File: config.mk
export PLATFORM = sky130hd
export DESIGN_NAME = coeff_token_flc_decoder
export DESIGN_NICKNAME = d
export VERILOG_FILES = /design/src/rtl/cavlc_pkg.sv /design/src/rtl/coeff_token_flc_map.sv /design/src/rtl/coeff_token_flc_decoder.sv
export SDC_FILE = /design/constraint.sdc
export NUM_CORES = 1
export LEC_CHECK = 0
export CORE_ASPECT_RATIO = 1.4
export CORE_UTILIZATION = 44
export DETAILED_ROUTE_END_ITERATION = 8
export PLACE_DENSITY = 0.74
export SYNTH_ARGS = -nofsm -noshare
export SYNTH_HDL_FRONTEND = slang
export SYNTH_SLANG_ARGS = --single-unit
File: constraint.sdc
create_clock -name clk -period 1.91 [get_ports clk]
set_input_delay 0.382 -clock clk [delete_from_list [all_inputs] [get_ports clk]]
set_output_delay 0.382 -clock clk [all_outputs]
set_load 0.03 [all_outputs]
File: src/rtl/cavlc_pkg.sv
// ============================================================================
// cavlc_pkg : shared CAVLC coeff_token constants, token format and FSM states
// Rev 1.0
// ============================================================================
`default_nettype none

package cavlc_pkg;

  localparam int          CT_FLC_LEN   = 6;
  localparam logic [5:0]  CT_ZERO_CODE = 6'b000011;
  localparam int          T1S_W        = 2;
  localparam int          TC_W         = 5;
  localparam int          TOK_W        = T1S_W + TC_W;

  typedef enum logic [0:0] {
    ST_SHIFT = 1'b0,
    ST_HOLD  = 1'b1
  } ct_state_t;

endpackage

`default_nettype wire

File: src/rtl/coeff_token_flc_map.sv
// ============================================================================
// coeff_token_flc_map : maps a 6-bit nC>=8 coeff_token code to {err,t1s,total}
// Rev 1.0
// ============================================================================
`default_nettype none

module coeff_token_flc_map
  import cavlc_pkg::*;
(
  input  logic [CT_FLC_LEN-1:0] code_i,
  output logic                  err_o,
  output logic [T1S_W-1:0]      t1s_o,
  output logic [TC_W-1:0]       total_o
);

  logic [TC_W-1:0] total_raw;

  assign total_raw = {1'b0, code_i[5:2]} + 5'd1;

  always_comb begin
    err_o   = 1'b0;
    t1s_o   = code_i[1:0];
    total_o = total_raw;
    if (code_i == CT_ZERO_CODE) begin
      t1s_o   = '0;
      total_o = '0;
    end else if ({3'b000, code_i[1:0]} > total_raw) begin
      // Only 000010 and 000111 land here: trailing ones exceed the coefficient count.
      err_o   = 1'b1;
      t1s_o   = '0;
      total_o = '0;
    end
  end

endmodule

`default_nettype wire

File: src/rtl/coeff_token_flc_decoder.sv
// ============================================================================
// coeff_token_flc_decoder : serial-in FLC coeff_token decoder (nC >= 8)
// Rev 1.0
// ============================================================================
`default_nettype none

module coeff_token_flc_decoder
  import cavlc_pkg::*;
#(
  parameter int aWIDTH   = 7,
  parameter int CODE_LEN = 6
) (
  input  logic              clk,
  input  logic              rst_n,
  input  logic              flush,
  input  logic              bit_in,
  input  logic              bit_valid,
  output logic              bit_ready,
  output logic [aWIDTH-1:0] tok_addr,
  output logic [TC_W-1:0]   tok_total,
  output logic [T1S_W-1:0]  tok_t1s,
  output logic              tok_err,
  output logic              tok_valid,
  input  logic              tok_ready
);

  ct_state_t             state_q;
  logic [2:0]            bit_cnt_q;
  logic [CT_FLC_LEN-1:0] shift_q;
  logic [CT_FLC_LEN-1:0] shift_d;
  logic                  bit_ready_q;
  logic                  tok_valid_q;
  logic                  tok_err_q;
  logic [T1S_W-1:0]      tok_t1s_q;
  logic [TC_W-1:0]       tok_total_q;

  logic                  map_err;
  logic [T1S_W-1:0]      map_t1s;
  logic [TC_W-1:0]       map_total;

  assign shift_d = {shift_q[CT_FLC_LEN-2:0], bit_in};

  coeff_token_flc_map u_map (
    .code_i  (shift_d),
    .err_o   (map_err),
    .t1s_o   (map_t1s),
    .total_o (map_total)
  );

  always_ff @(posedge clk or negedge rst_n) begin
    if (!rst_n) begin
      state_q     <= ST_SHIFT;
      bit_cnt_q   <= '0;
      shift_q     <= '0;
      bit_ready_q <= 1'b1;
      tok_valid_q <= 1'b0;
      tok_err_q   <= 1'b0;
      tok_t1s_q   <= '0;
      tok_total_q <= '0;
    end else if (flush) begin
      state_q     <= ST_SHIFT;
      bit_cnt_q   <= '0;
      shift_q     <= '0;
      bit_ready_q <= 1'b1;
      tok_valid_q <= 1'b0;
    end else begin
      case (state_q)
        ST_SHIFT: begin
          if (bit_valid) begin
            shift_q <= shift_d;
            if (bit_cnt_q == 3'(CODE_LEN - 1)) begin
              bit_cnt_q   <= '0;
              state_q     <= ST_HOLD;
              bit_ready_q <= 1'b0;
              tok_valid_q <= 1'b1;
              tok_err_q   <= map_err;
              tok_t1s_q   <= map_t1s;
              tok_total_q <= map_total;
            end else begin
              bit_cnt_q <= bit_cnt_q + 3'd1;
            end
          end
        end
        ST_HOLD: begin
          // bit_ready stays low in the accept cycle, so a new bit can only follow a cycle later.
          if (tok_ready) begin
            state_q     <= ST_SHIFT;
            bit_ready_q <= 1'b1;
            tok_valid_q <= 1'b0;
          end
        end
        default: state_q <= ST_SHIFT;
      endcase
    end
  end

  assign bit_ready = bit_ready_q & ~flush;
  assign tok_valid = tok_valid_q;
  assign tok_err   = tok_err_q;
  assign tok_t1s   = tok_t1s_q;
  assign tok_total = tok_total_q;
  assign tok_addr  = aWIDTH'({tok_t1s_q, tok_total_q});

endmodule

`default_nettype wire

Word level (Yosys, flattened, before mapping). Index checks and enable logic that the tools add are counted.

Output and inout port bits: 17. Latch bits: 0. Memory bits (read-only): 0. Memories kept: 0. Logic and storage cells: 52. RAM bits: 0. Register bits: 19. Input bits: 6.

Div/mod/pow operators: 0. Shift operators: 0. Bitwise operators: 3. Multiply operators: 0. Eq/ne operators: 6. Reductions and logical operators: 4. Muxes and demuxes: 28. Magnitude comparators: 1. Add/subtract/negate cells: 2.

Operators with widths (number): two-way mux 5 bit (5); two-way mux 1 bit (14); two-way mux 3 bit (4); inequality test 3 bit (second input constant) (3); equality test 6 x 2 -> 1 bit (second input constant) (1); one-hot mux 1 bit (2 select lines) (3); adder 4 x 1 -> 5 bit (second input constant) (1); greater-than comparator 2 x 5 -> 1 bit (1); two-way mux 2 bit (2); AND reduction 4 bit (1); adder 3 x 1 -> 3 bit (second input constant) (1); equality test 3 bit (second input constant) (1); AND reduction 3 bit (1); inequality test 2 bit (second input constant) (1); NOT 1 bit (2); AND reduction 2 bit (1); nonzero test 2 bit (1); bitwise AND 1 bit (1).

Longest topological paths before layout. Gate-level depths: netlist (run 1).

Word-level depth: 5. Mapped depth: 7. Depth with buffers taken out: 7.

Hierarchy. Synthesis (run 1) repeated with hierarchy kept, for this count alone.

Cells, all modules: 101. Area, all modules: 1076.0 µm².

By module, submodules not included: coeff_token_flc_decoder (times used 1, cells each 73, sequential area each 476.7 µm², area an instance 868.3 µm²); coeff_token_flc_map (times used 1, cells each 28, sequential area each 0.0 µm², area an instance 207.7 µm²).

Least setup slack after synthesis (run 1). OpenSTA, ideal clock, no wires.

Path type: register to register. From: register shift_q[1]. To: register tok_t1s_q[0] (netlist: tok_t1s[0]). Arrival time: 1.802 ns. Buffers on the path: 0. Library setup time: 0.122 ns. Setup slack: -0.013 ns. Required time: 1.788 ns. Stages on the path, launching flop included: 8. Period minus slack after synthesis: 1.923 ns. Cell sequence: dfrtp_1 -> inv_1 -> ha_1 -> inv_1 -> ha_1 -> a21oi_1 -> a2111o_1 -> a32o_1.

Word-level cells in the longest chain between the ends: 4. Elaborated cells on any way between the ends: 5. Classes of those cells: 1 x add/sub; 1 x order compare; 1 x eq/ne; 2 x mux.

Ends and longest elaborated chain: start: declaration (line coeff_token_flc_decoder.sv:29) `logic [CT_FLC_LEN-1:0] shift_q;`; start signal: assignment (line coeff_token_flc_decoder.sv:70) `shift_q <= shift_d;`; adder 4 x 1 -> 5 bit (line coeff_token_flc_map.sv:18) `assign total_raw = {1'b0, code_i[5:2]} + 5'd1;`; greater-than comparator 2 x 5 -> 1 bit (line coeff_token_flc_map.sv:27) `end else if ({3'b000, code_i[1:0]} > total_raw) begin`; two-way mux 2 bit (line coeff_token_flc_map.sv:27); two-way mux 2 bit * (line coeff_token_flc_map.sv:24) `if (code_i == CT_ZERO_CODE) begin`; end signal: assignment (line coeff_token_flc_decoder.sv:77) `tok_t1s_q <= map_t1s;`; end: declaration (line coeff_token_flc_decoder.sv:34) `logic [T1S_W-1:0] tok_t1s_q;`.

Every way passes the cells marked *; elsewhere a longest branch is shown, timed or not. A chain may end at the register's enable or synchronous reset.

Final worst setup path (run 1).
From: register shift_q[1]. To: register tok_t1s_q[1] (netlist: tok_t1s[1]).

Same word-level chain as after synthesis.

==> impl_results.md, run 1 <==
- Starting Density: 46.95%
- Worst path slowest cell: a2111o_1
- Post-Place Setup Slack: -122.2 ps
- Diode count: 0
- Max frequency: 0.5199 GHz
- Main flop type after synthesis: dfrtp_1
- Max_slew headroom: 78.52%
- Row count: 20
- Count leader, synth: dfrtp_1
- RSZ-0062 raised after global routing: true
- Crit path cell chain: inv_1 > ha_4 > inv_2 > ha_4 > a21oi_2 > a2111o_1 > a32o_1
- Dominant cell type by area after synthesis: dfrtp_1
- GRT Total Usage: 18.04%
- Root buf cell: clkbuf_4
- Pwr/cell area: 571.2 nW/um^2
- Max-Cap Viols: 0
- Syn-to-layout area delta: 30.11%
- Failing checks: setup timing
- Leakage power: 0.5645 nW
- Number of CTS-inserted buffers: 3
- Critical path type: flop to flop
- Routed WL: 2062 um
- First-pass GRT wire length: 3387 um
- CTS Sinks: 19
- Final Core Density: 61.09%
- Total global routing overflow: 0
- CTS tree: yes
- Initial DRC Count: 7
- CP required: 2100 ps
- Status: finished with violations
- Initial antenna violation count: 0
- DPL Wire Length: 1520 um
- Synth cell count leaders: dfrtp_1, nand2_1, a21oi_1
- DR WL/cell: 13.84 um
- CP max stage delay: 450 ps
- Die Y-Extent: 59.03 um
- GP Congestion: 0.7686
- Die width: 42.74 um
- Data arrival, critical path: 2120 ps
- Yosys top cell area share: 44.06%
- Netlist cell types: 31
- Register bit total from synthesis: 19
- Worst R2R Setup Slack: -10 ps
- Post-Synthesis Cells: 100
- Synth Cell Area: 1022 sq um
- Share of cells above drive strength 1: 22.05%
- Total number of vias: 792
- Worst vdd ir: 406.5 uV
- Io pins: 23
- Tmin final: 1924 ps
- Post-route antenna net violation count: 0
- Clk_lat worst skew: 300 ps
- Post-synthesis sequential area ratio: 46.63%
- Hold WC Path Type: input port to asynchronous set/reset pin
- Input/output buffers: 22
- Final setup viols: 1
- DRC viols: 0
- Most numerous cell on the critical path: ha_4
- DRT Pass-1 Iters: 4
- Avg Vias per Cell: 5.315
- Fin. Hold Viols: 0
- Crit. End Element: flop
- Worst hold slack: 394.8 ps
- Yosys warnings: 0
- Post-synth EDFFs: 0
- Clock Tree Buf Depth: 2
- Critical Path Fanout Max: 5
- Max Clock Skew: 9.485 ps
- Asr flop ratio synth: 100.0%
- Number of global-route vias before repair: 771
- PnR worst setup slack: -13.56 ps
- Fin. max-slew vios: 0
- CTS Hold Bufs: 0
- Largest net degree at the start of global routing: 20
- Worst setup SP type: flop
- Mean Syn Cell Area: 10.22 sq um
- Die area: 2523 sq um
- Nets: 138
- Synth top area cells: dfrtp_1, nand2_1, buf_4
- H-tree depth: 1
- Worst-Margin Slew: 321.2 ps
- Worst-path clk slew: 120 ps
- Final worst-path cycle share: 100.7%
- Core area: 2177 sq um
- Syn_nets: 110
## critical path: cells and delay by family, from the launching register on
family / cells / cell delay (ps)
AO/OA/AOI/OAI: 3 / 790
buffers and inverters: 2 / 120
adder cells (fa/ha/maj): 2 / 530
flip-flops: 1 / 370
## layout by cell type (no fill, tap or decap), types with 3 or more instances in the layout
cell type / netlist / routed
nand2_1: 16 / 16
clkbuf_4: 0 / 3
xnor2_1: 3 / 3
o21ai_1: 3 / 3
inv_1: 5 / 3
nor2b_1: 3 / 3
dfrtp_1: 18 / 18
nor2_1: 4 / 4
buf_4: 7 / 13
a21oi_1: 9 / 8
clkdlybuf4s50_1: 0 / 21
a32o_1: 4 / 4
## sequential cells by signal (all words and copies together) (netlist names)
name and flops:
bit_ready_q 1, state_q 1, bit_cnt_q 3, shift_q 5
tok_err 1, tok_valid 1, tok_t1s 2, tok_total 5
## worst paths after layout
kind                                end  cells past startpoint  startpoint
setup / recovery             tok_t1s[1]                      7  shift_q[1]
hold / removal             tok_total[2]                      2       rst_n
setup reg to reg             tok_t1s[1]                      7  shift_q[1]
hold reg to reg                 tok_err                      2     tok_err
max in group asynchronous   bit_ready_q                      2       rst_n
min in group clk                tok_err                      2     tok_err
## cell type report
| class | count | area [sq um] |
|---|---|---|
| tap | 22 | 27.53 |
| fill | 185 | 847.1 |
| clock buffer | 3 | 22.52 |
| timing repair buffer | 34 | 307.8 |
| sequential | 19 | 476.7 |
| clock inverter | 1 | 5.005 |
| inverter | 5 | 18.77 |
| multi-input combinational | 65 | 471.7 |
## report_power, final
group | internal, mW | switching (mW) | total (mW)
clock network | 0.0781 | 0.130 | 0.208
logic | 0.0602 | 0.0663 | 0.126
registers | 0.413 | 0.0120 | 0.425
total | 0.551 | 0.208 | 0.760
## what timing repair did
item	CTS	global route
buffers inserted	0	2
pin swaps	2	6
gates cloned	0	0
setup endpoints to repair	4	4
gates resized for setup	0	5
## stage by stage
step	instances	power [mW]	instance area (sq um)	setup TNS, ps
2_1_floorplan	100	0.4937	1022	0
3_3_place_gp	143	0.5434	1259	-305.5
3_5_place_dp	143	0.5482	1259	-425.1
4_1_cts	147	0.7594	1286	0
5_1_grt	149	0.7945	1330	-195.2
6_report	149	0.7597	1330	-13.56
## per-layer routing
metal	up-vias	global-route usage [%]	part of all wire (%)
li1	393	-	-
met1	372	19.02	39
met2	23	33.77	55
met3	4	2.744	3.6
met4	0	9.375	2.3
met5	-	0	0
## cell families after synthesis
kind of cell | share of synthesized area [%]
simple gates | 18.24
compound gates | 16.16
fa+ha+maj | 4.896
buf+inv | 10.04
flops | 46.63
xor+xnor | 2.571
mux | 1.468
Note: power is estimated with default switching activity, not from simulation.
==> run 2: changes to the inputs <==
--- a/config.mk
+++ b/config.mk
@@ -9,6 +9,7 @@
 export CORE_UTILIZATION = 44
 export DETAILED_ROUTE_END_ITERATION = 8
 export PLACE_DENSITY = 0.74
+export SKIP_CTS_REPAIR_TIMING = 1
 export SYNTH_ARGS = -nofsm -noshare
 export SYNTH_HDL_FRONTEND = slang
 export SYNTH_SLANG_ARGS = --single-unit
==> run 2 against run 1 <==
- the flow now finishes without violations
- hold slack better by 2.1 ps
- via count up 1.8%
- total power down 0.45%
- sequential cell count unchanged
==> impl_results.md, run 2 (synthesis gave the netlist of run 1 again) <==
- Pwr/cell area: 571.9 nW/um^2
- Max frequency: 0.5549 GHz
- DR WL/cell: 13.76 um
- GRT Total Usage: 18.04%
- RR Startpoint: shift_q[2]
- Avg Vias per Cell: 5.446
- Number of CTS-inserted buffers: 3
- Status: complete, no violations
- GP Congestion: 0.7686
- Worst vdd ir: 401.6 uV
- Syn-to-layout area delta: 29.38%
- Crit path from: shift_q[2]
- Die width: 42.74 um
- Critical Path Fanout Max: 5
- Hold WC Path Type: input port to asynchronous set/reset pin
- Number of global-route vias before repair: 771
- Clock Tree Buf Depth: 2
- Internal Pwr Total: 0.5494 mW
- Total number of vias: 806
- Clk_lat worst skew: 300 ps
- Worst-path clk slew: 110 ps
- Final setup viols: 0
- Max Clock Skew: 7.357 ps
- Fin. Hold Viols: 0
- Max-Cap Viols: 0
- Nets: 137
- Total power: 0.7563 mW
- Die Y-Extent: 59.03 um
- CP required: 2100 ps
- Initial DRC Count: 9
- Io pins: 23
- Routed WL: 2037 um
- Largest net degree at the start of global routing: 20
- Total global routing overflow: 0
- Critical path type: flop to flop
- Sequential power share: 56.2%
- Fin. max-slew vios: 0
- Data arrival, critical path: 2000 ps
- Post-route antenna net violation count: 0
- Diode count: 0
- Setup_tns: 0 ps
- Tmin final: 1802 ps
- Switching power: 0.2070 mW
- Clock Power Share: 27.5%
- Core area: 2177 sq um
- Final worst-path cycle share: 94.35%
- Crit. End Element: flop
- First-pass GRT wire length: 3387 um
- Leakage power: 0.5623 nW
- Worst-Margin Slew: 317.6 ps
- Commonest cells after routing, fill and taps aside: clkdlybuf4s50_1, dfrtp_1, nand2_1
- Starting Density: 46.95%
- RSZ-0062 raised after global routing: false
- DPL Wire Length: 1520 um
- Root buf cell: clkbuf_4
- DRT Pass-1 Iters: 4
- Worst setup SP type: flop
- DRC viols: 0
- Input/output buffers: 22
- Initial antenna violation count: 0
- CTS tree: yes
- H-tree depth: 1
- Switching share of power: 27.36%
- Combinational power share: 16.3%
- Die area: 2523 sq um
- Max_slew headroom: 78.76%
- Row count: 20
- CTS Sinks: 19
- Share of cells above drive strength 1: 23.02%
- Most common cell after layout, fill and taps aside: clkdlybuf4s50_1
run 2: changes by cell type in the layout (fill, tap and decap cells not counted), sizes merged:
cell / change
buf: -1
run 2: area by class of cell:
| class | count | area, sq um |
|---|---|---|
| tap | 22 | 27.53 |
| multi-input combinational | 65 | 471.7 |
| sequential | 19 | 476.7 |
| clock buffer | 3 | 22.52 |
| timing repair buffer | 33 | 300.3 |
| fill | 187 | 854.6 |
| clock inverter | 1 | 5.005 |
| inverter | 5 | 18.77 |
run 2: worst max-delay path, stage by stage (launching register included):
cell,delay (ps)
dfrtp_1,380
inv_2,50
ha_4,260
inv_2,40
ha_4,260
a21oi_1,60
a2111o_1,360
a32o_2,280
run 2: power by group through the flow:
stage / registers, mW / logic [mW] / clock network (mW)
3_5_place_dp: 0.432 / 0.116 / 0
2_1_floorplan: 0.440 / 0.0541 / 0
5_1_grt: 0.428 / 0.135 / 0.229
3_3_place_gp: 0.431 / 0.112 / 0
6_report: 0.425 / 0.123 / 0.208
4_1_cts: 0.425 / 0.117 / 0.218
run 2: path summary, 6_finish.rpt:
check,depth (start not counted),end,slack [ps]
setup / recovery,7,tok_total[0],110
hold / removal,2,tok_total[2],400
setup reg to reg,7,tok_total[0],110
hold reg to reg,2,tok_err,490
max in group asynchronous,2,bit_ready_q,1240
min in group clk,2,tok_err,490
run 2: per-stage QoR:
| step | hold slack [ps] | setup WS [ps] | cells | util, % | instance area [sq um] |
|---|---|---|---|---|---|
| 2_1_floorplan | 86.41 | 9.860 | 100 | - | 1022 |
| 3_3_place_gp | 487.9 | -77.36 | 143 | 57.82 | 1259 |
| 3_5_place_dp | 477.8 | -122.2 | 143 | 57.82 | 1259 |
| 4_1_cts | 401.9 | -47.46 | 147 | 59.08 | 1286 |
| 5_1_grt | 408.1 | 25.42 | 148 | 60.75 | 1323 |
| 6_report | 396.9 | 107.8 | 148 | 60.75 | 1323 |
run 2: layer usage:
layer | routed length (um) | GRT usage, % | up-vias
li1 | - | - | 394
met1 | 777 | 19.02 | 377
met2 | 1119 | 33.77 | 31
met3 | 91 | 2.744 | 4
met4 | 48 | 9.375 | 0
met5 | 0 | 0 | -
